File: src/rtl/axi_burst_master.sv
// axi_burst_master
// Single-outstanding AXI4 INCR burst initiator. A simple request port starts
// one read (AR/R) or write (AW/W/B) transaction at a time. Read and write beats
// pass combinationally between the local streams and the AXI R/W channels.
// rsp_valid pulses once per transaction. rsp_err reports any bad response,
// ID mismatch or misplaced rlast seen during that transaction.
//
// Ports
//   clk_axi_in, rst                       clock, async active-high reset
//   req_*                                 request handshake + burst fields
//   wr_valid/wr_ready/wr_data/wr_strb     write-beat stream (into the master)
//   rd_valid/rd_ready/rd_data/rd_last     read-beat stream (out of the master)
//   rsp_valid/rsp_err                     completion pulse + status
//   axi_ar*/axi_r*/axi_aw*/axi_w*/axi_b*  AXI4 initiator channels
module axi_burst_master #(
  parameter int ADDR_WIDTH = 32,
  parameter int DATA_WIDTH = 64,
  parameter int ID_WIDTH   = 4,
  parameter int AXI_ID     = 0,
  localparam int STRB      = DATA_WIDTH / 8
) (
  input  logic                  clk_axi_in,
  input  logic                  rst,
  // request
  input  logic                  req_valid,
  output logic                  req_ready,
  input  logic                  req_write,
  input  logic [ADDR_WIDTH-1:0] req_addr,
  input  logic [7:0]            req_len,
  input  logic [2:0]            req_size,
  // write-data stream
  input  logic                  wr_valid,
  output logic                  wr_ready,
  input  logic [DATA_WIDTH-1:0] wr_data,
  input  logic [STRB-1:0]       wr_strb,
  // read-data stream
  output logic                  rd_valid,
  input  logic                  rd_ready,
  output logic [DATA_WIDTH-1:0] rd_data,
  output logic                  rd_last,
  // completion
  output logic                  rsp_valid,
  output logic                  rsp_err,
  // AR channel
  output logic                  axi_arvalid,
  input  logic                  axi_arready,
  output logic [ADDR_WIDTH-1:0] axi_araddr,
  output logic [ID_WIDTH-1:0]   axi_arid,
  output logic [7:0]            axi_arlen,
  output logic [2:0]            axi_arsize,
  output logic [1:0]            axi_arburst,
  // R channel
  input  logic                  axi_rvalid,
  output logic                  axi_rready,
  input  logic [DATA_WIDTH-1:0] axi_rdata,
  input  logic [1:0]            axi_rresp,
  input  logic                  axi_rlast,
  input  logic [ID_WIDTH-1:0]   axi_rid,
  // AW channel
  output logic                  axi_awvalid,
  input  logic                  axi_awready,
  output logic [ADDR_WIDTH-1:0] axi_awaddr,
  output logic [ID_WIDTH-1:0]   axi_awid,
  output logic [7:0]            axi_awlen,
  output logic [2:0]            axi_awsize,
  output logic [1:0]            axi_awburst,
  // W channel
  output logic                  axi_wvalid,
  input  logic                  axi_wready,
  output logic [DATA_WIDTH-1:0] axi_wdata,
  output logic [STRB-1:0]       axi_wstrb,
  output logic                  axi_wlast,
  // B channel
  input  logic                  axi_bvalid,
  output logic                  axi_bready,
  input  logic [1:0]            axi_bresp,
  input  logic [ID_WIDTH-1:0]   axi_bid
);

  typedef enum logic [2:0] {IDLE, AR, R, AW, W, B, RSP} state_t;

  localparam logic [ID_WIDTH-1:0] ID_C       = ID_WIDTH'(AXI_ID);
  localparam logic [1:0]          BURST_INCR = 2'b01;

  state_t                  state_q, state_d;
  logic [ADDR_WIDTH-1:0]   addr_q;
  logic [7:0]              len_q;
  logic [2:0]              size_q;
  logic [7:0]              beat_q;
  logic                    err_q;

  logic last_beat;
  logic r_hs;
  logic w_hs;

  assign last_beat = (beat_q == len_q);
  assign r_hs      = (state_q == R) && axi_rvalid && rd_ready;
  assign w_hs      = (state_q == W) && wr_valid && axi_wready;

  // Address channels are driven straight from the latched request, so they
  // stay stable for as long as the slave stalls the handshake.
  assign axi_araddr  = addr_q;
  assign axi_arid    = ID_C;
  assign axi_arlen   = len_q;
  assign axi_arsize  = size_q;
  assign axi_arburst = BURST_INCR;
  assign axi_awaddr  = addr_q;
  assign axi_awid    = ID_C;
  assign axi_awlen   = len_q;
  assign axi_awsize  = size_q;
  assign axi_awburst = BURST_INCR;

  // Payloads are plain pass-through; only the qualifiers depend on state.
  assign rd_data   = axi_rdata;
  assign axi_wdata = wr_data;
  assign axi_wstrb = wr_strb;

  // NOTE: sequential state uses non-blocking assignments so every register
  // samples the pre-edge value of every other register.
  always_ff @(posedge clk_axi_in or posedge rst) begin
    if (rst) state_q <= IDLE;
    else     state_q <= state_d;
  end

  // NOTE: every signal this block drives gets a default first, so no path
  // through the case leaves one unassigned and no latch is inferred.
  always_comb begin
    state_d     = state_q;
    req_ready   = 1'b0;
    axi_arvalid = 1'b0;
    axi_awvalid = 1'b0;
    axi_rready  = 1'b0;
    rd_valid    = 1'b0;
    rd_last     = 1'b0;
    axi_wvalid  = 1'b0;
    wr_ready    = 1'b0;
    axi_wlast   = 1'b0;
    axi_bready  = 1'b0;
    rsp_valid   = 1'b0;
    rsp_err     = 1'b0;
    unique case (state_q)
      IDLE: begin
        req_ready = 1'b1;
        if (req_valid) state_d = req_write ? AW : AR;
      end
      AR: begin
        axi_arvalid = 1'b1;
        if (axi_arready) state_d = R;
      end
      R: begin
        rd_valid   = axi_rvalid;
        axi_rready = rd_ready;
        rd_last    = last_beat;
        // Termination follows the local beat count, never the slave's rlast.
        if (r_hs && last_beat) state_d = RSP;
      end
      AW: begin
        axi_awvalid = 1'b1;
        if (axi_awready) state_d = W;
      end
      W: begin
        axi_wvalid = wr_valid;
        wr_ready   = axi_wready;
        axi_wlast  = last_beat;
        if (w_hs && last_beat) state_d = B;
      end
      B: begin
        axi_bready = 1'b1;
        if (axi_bvalid) state_d = RSP;
      end
      RSP: begin
        rsp_valid = 1'b1;
        rsp_err   = err_q;
        state_d   = IDLE;
      end
      default: state_d = IDLE;
    endcase
  end

  always_ff @(posedge clk_axi_in or posedge rst) begin
    if (rst) begin
      addr_q <= '0;
      len_q  <= '0;
      size_q <= '0;
      beat_q <= '0;
      err_q  <= 1'b0;
    end else begin
      if (state_q == IDLE && req_valid) begin
        addr_q <= req_addr;
        len_q  <= req_len;
        size_q <= req_size;
        beat_q <= '0;
        err_q  <= 1'b0;
      end
      // The counter holds at the final beat, so len 255 never wraps to 0.
      if ((r_hs || w_hs) && !last_beat) beat_q <= beat_q + 8'd1;
      if (r_hs && ((axi_rresp != 2'b00) || (axi_rid != ID_C) || (axi_rlast != last_beat)))
        err_q <= 1'b1;
      if (state_q == B && axi_bvalid && ((axi_bresp != 2'b00) || (axi_bid != ID_C)))
        err_q <= 1'b1;
    end
  end

endmodule

File: config.mk
export PLATFORM = sky130hd
export DESIGN_NAME = axi_burst_master
export DESIGN_NICKNAME = d
export VERILOG_FILES = /design/src/rtl/axi_burst_master.sv
export SDC_FILE = /design/constraint.sdc
export NUM_CORES = 1
export LEC_CHECK = 0
export BUFFER_PORTS_ARGS = -buffer_cell sky130_fd_sc_hd__buf_2
export CORE_AREA = 2 2 175 177
export DETAILED_ROUTE_END_ITERATION = 7
export DIE_AREA = 0 0 177 179
export HOLD_SLACK_MARGIN = 0.1
export PLACE_DENSITY = 0.45
export SLEW_MARGIN = 10
export SYNTH_ARGS = -nofsm -noshare
export SYNTH_HDL_FRONTEND = slang
export SYNTH_SLANG_ARGS = --single-unit
File: constraint.sdc
create_clock -name clk_axi_in -period 2.84 [get_ports clk_axi_in]
set_clock_uncertainty 0.1 [all_clocks]
set_input_delay 0.426 -clock clk_axi_in [delete_from_list [all_inputs] [get_ports clk_axi_in]]
set_output_delay 0.426 -clock clk_axi_in [all_outputs]
set_load 0.02 [all_outputs]
==> impl_metrics.env, run 1 <==
export IMPL_synth_adder_area_share=0.00611
export IMPL_dieHeight_um=179
export IMPL_cell_pwr_density_mw_per_mm2=1140
export IMPL_synthDistinctLibCells=39
export IMPL_period_needed_ns=2.54
export IMPL_cts_root_buffer_cell="clkbuf_16"
export IMPL_floorplan_die_area_sq_mm=0.0317
export IMPL_synth_area_per_cell_sq_um=8.31
export IMPL_ys_seq_area_frac=0.336
export IMPL_postLayoutCellArea_sq_mm=0.00417
export IMPL_detail_route_iter0_violations=107
export IMPL_globalplace_congestion=0.741
export IMPL_critical_path_max_fanout=6
export IMPL_pin_count_of_the_biggest_net_entering_global_routing=27
export IMPL_wl_mm=12.2
export IMPL_p_leak_nw=2.22
export IMPL_boundaryPins=449
export IMPL_groute_usage_overall=0.0731
export IMPL_synth_compound_gate_area_share=0.0431
export IMPL_synth_warning_count=0
export IMPL_critical_path_slowest_cell="dfrtp_1"
export IMPL_start_util=0.136
export IMPL_grt_overflow=0
export IMPL_viasPerCell=3.21
export IMPL_wire_per_inst_um=14.0
export IMPL_design_core_area_sq_mm=0.0300
export IMPL_synth_edff_count=0
export IMPL_cts_path_max_buffers=2
export IMPL_setup_violations_final=0
export IMPL_antenna_violations_before_repair=1
export IMPL_clk_pin_slew_worst_paths_ns=0.08
export IMPL_critical_path_cell_chain="xor2_1 -> nor4_4 -> nand2_1 -> nor2_1 -> buf_2"
export IMPL_maximum_capacitance_violations=0
export IMPL_timing_slew_headroom=0.551
export IMPL_seq_cells_post_synth=55
export IMPL_drcViolationCount=0
export IMPL_p_clk_frac=0.156
export IMPL_drt_first_pass_iters=4
export IMPL_final_cell_count_without_fillers=869
export IMPL_setup_tns_final_ns=0
export IMPL_cts_inserted_buffers=5
export IMPL_clock_tree_htree_level_count=2
export IMPL_first_global_vias=2522
export IMPL_clock_sink_count=55
export IMPL_postSynth_asyncResetShare=1.00
export IMPL_final_fill_count=3449
export IMPL_final_max_slew_violation_count=0
export IMPL_switching_power_mw=2.35
export IMPL_holdWs_ns=0.206
export IMPL_portBuffers=164
export IMPL_yosys_area_share_simple=0.204
export IMPL_worst_ir_drop_vdd_mv=0.323
export IMPL_tightest_slew_ns=0.672
export IMPL_worstHoldPathType="input port to flop"
export IMPL_timing_critical_path_to_type="primary output"
export IMPL_timing_fmax_mhz=394
export IMPL_dp_hpwl_mm=9.59
export IMPL_internal_power_mw=2.39
export IMPL_timing_setup_critical_path_class="flop to primary output"
export IMPL_grt_pass1_wl_mm=16.8
export IMPL_share_seq_of_total_power=0.315
export IMPL_synth_main_ff_cell="dfrtp_1"
export IMPL_critical_path_required_ns=2.31
export IMPL_post_route_period_util=0.893
export IMPL_worstSetupStartpointType="flop"
export IMPL_mappedNetlistArea_sq_mm=0.00410
export IMPL_drive_gt1_frac=0.393
export IMPL_grt_setup_unrepaired="false"
export IMPL_power_combinational_fraction=0.529
export IMPL_fp_dieW_um=177
export IMPL_cts_tree="yes"
export IMPL_synth_xor_xnor_area_share=0.0192
export IMPL_dr_total_vias=2792
export IMPL_place_area_sq_mm=0.00400
export IMPL_num_rows=64
export IMPL_run_status="completed"
export IMPL_ant_nets=0
export IMPL_p_sw_frac=0.495
export IMPL_timing_critical_path_arrival_ns=2.01
export IMPL_antenna_cells=0
export IMPL_layout_nets=678
export IMPL_finalHoldViolations=0
export IMPL_cp_slowest_stage_delay_ns=0.45
export IMPL_synth_to_final_area_change_pct=1.74
export IMPL_cts_repair_resize_count=0
export IMPL_synth_mux_area_fraction=0.0150
export IMPL_clkLatencyLatePin_ns=0.30
export IMPL_syn_instance_count=493
export IMPL_totalPowerFinal_mw=4.74
export IMPL_dp_cells=861
export IMPL_synth_top_family_by_area="buffers and inverters"
[cell families (layout without fill, tap and decap cells)]
group / count (synthesis) / in the layout
XOR/XNOR: 9 / 9
AO/OA/AOI/OAI: 20 / 20
other: 2 / 12
multiplexers: 6 / 6
flip-flops: 55 / 55
adder cells (fa/ha/maj): 2 / 2
buffers and inverters: 212 / 182
AND/OR/NAND/NOR: 187 / 187
[state kept, by name, summed over array words and instances (netlist names)]
signal and count:
axi_araddr 32, err_q 1, beat_q 8, axi_arlen 8, state_q 3, axi_arsize 3
[area by class of cell]
cell class	count	area [sq um]	area share
clock inverter	2	37.5	0.00901
timing repair buffer	169	886	0.213
inverter	6	22.5	0.00540
tap	396	495	0.119
clock buffer	5	125	0.0300
sequential	55	1380	0.330
multi-input combinational	236	1220	0.294
[power groups by stage]
stage	Sequential [mW]	Combinational, mW	Clock [mW]
after floorplan	1.76	2.05	0
after global placement	1.50	2.55	0
after detailed placement	1.51	2.55	0
after CTS	1.50	2.55	0.783
after global routing	1.57	2.79	0.812
final	1.50	2.51	0.738
[cell usage in the layout (no fill, tap or decap), drive strengths merged, types with 5 or more instances in the layout]
master | netlist | final
buf | 200 | 168
nand2 | 142 | 142
dfrtp | 55 | 55
conb | 2 | 12
xor2 | 9 | 9
nor2 | 9 | 9
nand3 | 8 | 8
inv | 6 | 6
mux2i | 5 | 5
o21ai | 5 | 5
clkbuf | 6 | 5
and2 | 5 | 5
nor4 | 5 | 5
[path summary, 6_finish.rpt]
path,start,end,slack [ns],depth (start not counted)
max,beat_q[2]$_DFFE_PP0P_,axi_wlast,0.30,5
min,req_addr[17],axi_araddr[17]$_DFFE_PP0P_,0.21,3
max reg2reg,state_q[1]$_DFFE_PP0P_,beat_q[7]$_DFFE_PP0P_,0.62,5
min reg2reg,axi_arsize[0]$_DFFE_PP0P_,axi_arsize[0]$_DFFE_PP0P_,0.40,2
max in group asynchronous,rst,axi_araddr[23]$_DFFE_PP0P_,1.33,4
min in group asynchronous,rst,axi_araddr[20]$_DFFE_PP0P_,0.62,3
[critical path: cells and delay by family, from the launching register on]
kind / cells / cell delay [ns]
XOR/XNOR: 1 / 0.19
flip-flops: 1 / 0.45
buffers and inverters: 1 / 0.18
AND/OR/NAND/NOR: 3 / 0.89
[metal layers]
| layer | track usage | up-vias | part of all wire |
|---|---|---|---|
| met5 | 0 | - | 0.0011 |
| met4 | 0.0579 | 2 | 0.065 |
| met3 | 0.0356 | 67 | 0.12 |
| met2 | 0.105 | 188 | 0.44 |
| met1 | 0.0825 | 1240 | 0.37 |
| li1 | - | 1295 | - |
[metrics by stage]
step	setup slack (ns)	utilization
floorplan	0.760	-
global placement	0.605	0.133
detailed placement	0.626	0.133
CTS	0.303	0.139
global route	0.185	0.139
finish	0.303	0.139
[cell usage after synthesis, types with 3 or more instances]
cell / instances / area (sq um)
and3_1: 3 / 18.8
buf_4: 191 / 1430
or3_1: 3 / 18.8
xor2_1: 9 / 78.8
buf_2: 7 / 35.0
nor3b_1: 3 / 22.5
nor3_1: 3 / 15.0
o31ai_1: 3 / 22.5
o21ai_0: 5 / 25.0
nand2_1: 142 / 533
mux2i_1: 5 / 50.1
and2_1: 5 / 31.3
dfrtp_1: 55 / 1380
inv_1: 6 / 22.5
nand3_1: 8 / 40.0
clkbuf_1: 6 / 22.5
nor2_1: 7 / 26.3
[what timing repair did]
action	4_1_cts	5_1_grt
setup buffers	0	0
hold endpoints to repair	3	0
hold buffers	1	0
Note: power is estimated with default switching activity, not from simulation.
==> run 2, diff against run 1 <==
==> constraint.sdc (replaced) <==
create_clock -name clk_axi_in -period 2.84 [get_ports clk_axi_in]
set_clock_uncertainty 0.1 [all_clocks]
set_input_delay 0.142 -clock clk_axi_in [delete_from_list [all_inputs] [get_ports clk_axi_in]]
set_output_delay 0.142 -clock clk_axi_in [all_outputs]
set_load 0.02 [all_outputs]
==> impl_metrics.env, run 2 (synthesis gave the netlist of run 1 again) <==
export IMPL_grt_overflow=0
export IMPL_final_max_slew_violation_count=0
export IMPL_boundaryPins=449
export IMPL_terminating_pin_of_the_worst_hold_path="err_q$_DFFE_PP0P_"
export IMPL_setup_violations_final=0
export IMPL_cpLargestDelayFamily="simple AND/OR/NAND/NOR gates"
export IMPL_finalCoreUtilization=0.153
export IMPL_largest_register_ffs=32
export IMPL_run_status="completed"
export IMPL_final_fill_count=3435
export IMPL_dieHeight_um=179
export IMPL_worstSetupStartpointType="flop"
export IMPL_timing_slew_headroom=0.591
export IMPL_clock_sink_count=55
export IMPL_critical_path_max_fanout=6
export IMPL_area_of_the_multi_input_gates_sq_mm=0.00122
export IMPL_synth_to_final_area_change_pct=11.9
export IMPL_p_leak_nw=2.39
export IMPL_cp_slowest_stage_delay_ns=0.44
export IMPL_fp_dieW_um=177
export IMPL_dr_total_vias=3009
export IMPL_globalplace_congestion=0.699
export IMPL_min_from="axi_rvalid"
export IMPL_groute_usage_overall=0.0735
export IMPL_drive_gt1_frac=0.360
export IMPL_whs_path_depth=3
export IMPL_num_rows=64
export IMPL_critical_path_cell_chain="xor2_1 -> nor4_4 -> nand2_1 -> nor2_1 -> buf_2"
export IMPL_worst_r2r_setup_slack_ns=0.62
export IMPL_design_core_area_sq_mm=0.0300
export IMPL_finalHoldViolations=0
export IMPL_post_route_period_util=0.806
export IMPL_critical_path_slowest_cell="dfrtp_1"
export IMPL_timing_setup_critical_path_class="flop to primary output"
export IMPL_dp_hpwl_mm=9.47
export IMPL_clkLatencyLatePin_ns=0.30
export IMPL_clk_pin_slew_worst_paths_ns=0.08
export IMPL_most_frequent_standard_cell_in_the_layout_excluding_fill_and_tap_cells="buf_2"
export IMPL_worstHoldPathType="input port to flop"
export IMPL_area_of_all_sequential_standard_cells_sq_mm=0.00138
export IMPL_grt_pass1_wl_mm=17.2
export IMPL_cts_path_max_buffers=2
export IMPL_cell_pwr_density_mw_per_mm2=1030
export IMPL_pin_count_of_the_biggest_net_entering_global_routing=27
export IMPL_timing_critical_path_to_type="primary output"
export IMPL_reg_to_reg_endpoint="beat_q[7]$_DFFE_PP0P_"
export IMPL_setup_tns_final_ns=0
export IMPL_period_needed_ns=2.29
export IMPL_r2r_worst_path_cells=5
export IMPL_worst_r2r_startpoint="state_q[1]$_DFFE_PP0P_"
export IMPL_portBuffers=164
export IMPL_layout_nets=723
export IMPL_holdWs_ns=0.134
export IMPL_wl_mm=12.5
export IMPL_cts_tree="yes"
export IMPL_grt_setup_unrepaired="false"
export IMPL_critical_path_required_ns=2.60
export IMPL_tightest_slew_ns=0.612
export IMPL_floorplan_die_area_sq_mm=0.0317
export IMPL_final_cell_mix="buf_2, nand2_1, dfrtp_1, dlygate4sd3_1, conb_1"
export IMPL_ant_nets=0
export IMPL_critical_path_buffer_and_inverter_count=1
export IMPL_timing_critical_path_arrival_ns=2.05
export IMPL_cts_root_buffer_cell="clkbuf_16"
export IMPL_cts_inserted_buffers=5
export IMPL_clock_tree_htree_level_count=2
export IMPL_maximum_capacitance_violations=0
export IMPL_antenna_cells=0
export IMPL_detail_route_iter0_violations=92
export IMPL_wire_per_inst_um=13.7
export IMPL_viasPerCell=3.29
export IMPL_totalPowerFinal_mw=4.70
export IMPL_start_util=0.136
export IMPL_cts_repair_resize_count=0
export IMPL_antenna_violations_before_repair=0
export IMPL_first_global_vias=2750
export IMPL_timing_fmax_mhz=437
export IMPL_worst_ir_drop_vdd_mv=0.272
export IMPL_drt_first_pass_iters=4
export IMPL_drcViolationCount=0
## run 2: final cells by class
| class | count | area share |
|---|---|---|
| Sequential cell | 55 | 0.300 |
| Timing Repair Buffer | 214 | 0.288 |
| Multi-Input combinational cell | 236 | 0.267 |
| Tap cell | 396 | 0.108 |
| Clock buffer | 6 | 0.0281 |
| Inverter | 6 | 0.00492 |
| Clock inverter | 2 | 0.00273 |
## run 2: where the power goes
group	internal (mW)	switching, mW	total (mW)	leakage, nW
registers	1.13	0.385	1.52	0.698
logic	0.885	1.64	2.53	1.63
clock network	0.328	0.328	0.656	0.0669
## run 2: layer usage
metal  global-route usage  part of all wire  vias to the layer above
li1                     -                 -                     1396
met1               0.0822              0.38                     1355
met3               0.0346              0.11                       70
met4               0.0589             0.064                        0
met5                    0                 0                        -
met2                0.107              0.44                      188
## run 2: what timing repair did
action,CTS,global route
hold endpoints to repair,65,0
buffers inserted,0,0
hold buffers,45,0
setup endpoints to repair,0,0
## run 2: worst max path at each step
stage | from | end | slack (ns) | cells after the start
6_report | axi_arlen[2]$_DFFE_PP0P_ | rd_last | 0.55 | 5
3_3_place_gp | state_q[1]$_DFFE_PP0P_ | beat_q[7]$_DFFE_PP0P_ | 0.70 | 5
3_5_place_dp | state_q[1]$_DFFE_PP0P_ | axi_araddr[31]$_DFFE_PP0P_ | 0.63 | 5
2_1_floorplan | state_q[0]$_DFFE_PP0P_ | beat_q[7]$_DFFE_PP0P_ | 0.76 | 6
5_1_grt | beat_q[2]$_DFFE_PP0P_ | rd_last | 0.41 | 5
4_1_cts | axi_arlen[0]$_DFFE_PP0P_ | rd_last | 0.50 | 5
## run 2: per-stage QoR
stage	instance area (sq um)	cells	setup WS (ns)
4_1_cts	4580	915	0.501
6_report	4580	915	0.551
5_1_grt	4580	915	0.411
3_5_place_dp	3990	862	0.626
3_3_place_gp	3990	862	0.696
2_1_floorplan	4130	503	0.760
## run 2: worst register-to-register path: stages (launching register included)
cell and delay (ns):
dfrtp_1 0.64, or3b_1 0.54, nor2_4 0.17, o2bb2ai_4 0.14
o311ai_1 0.39, o41ai_2 0.13
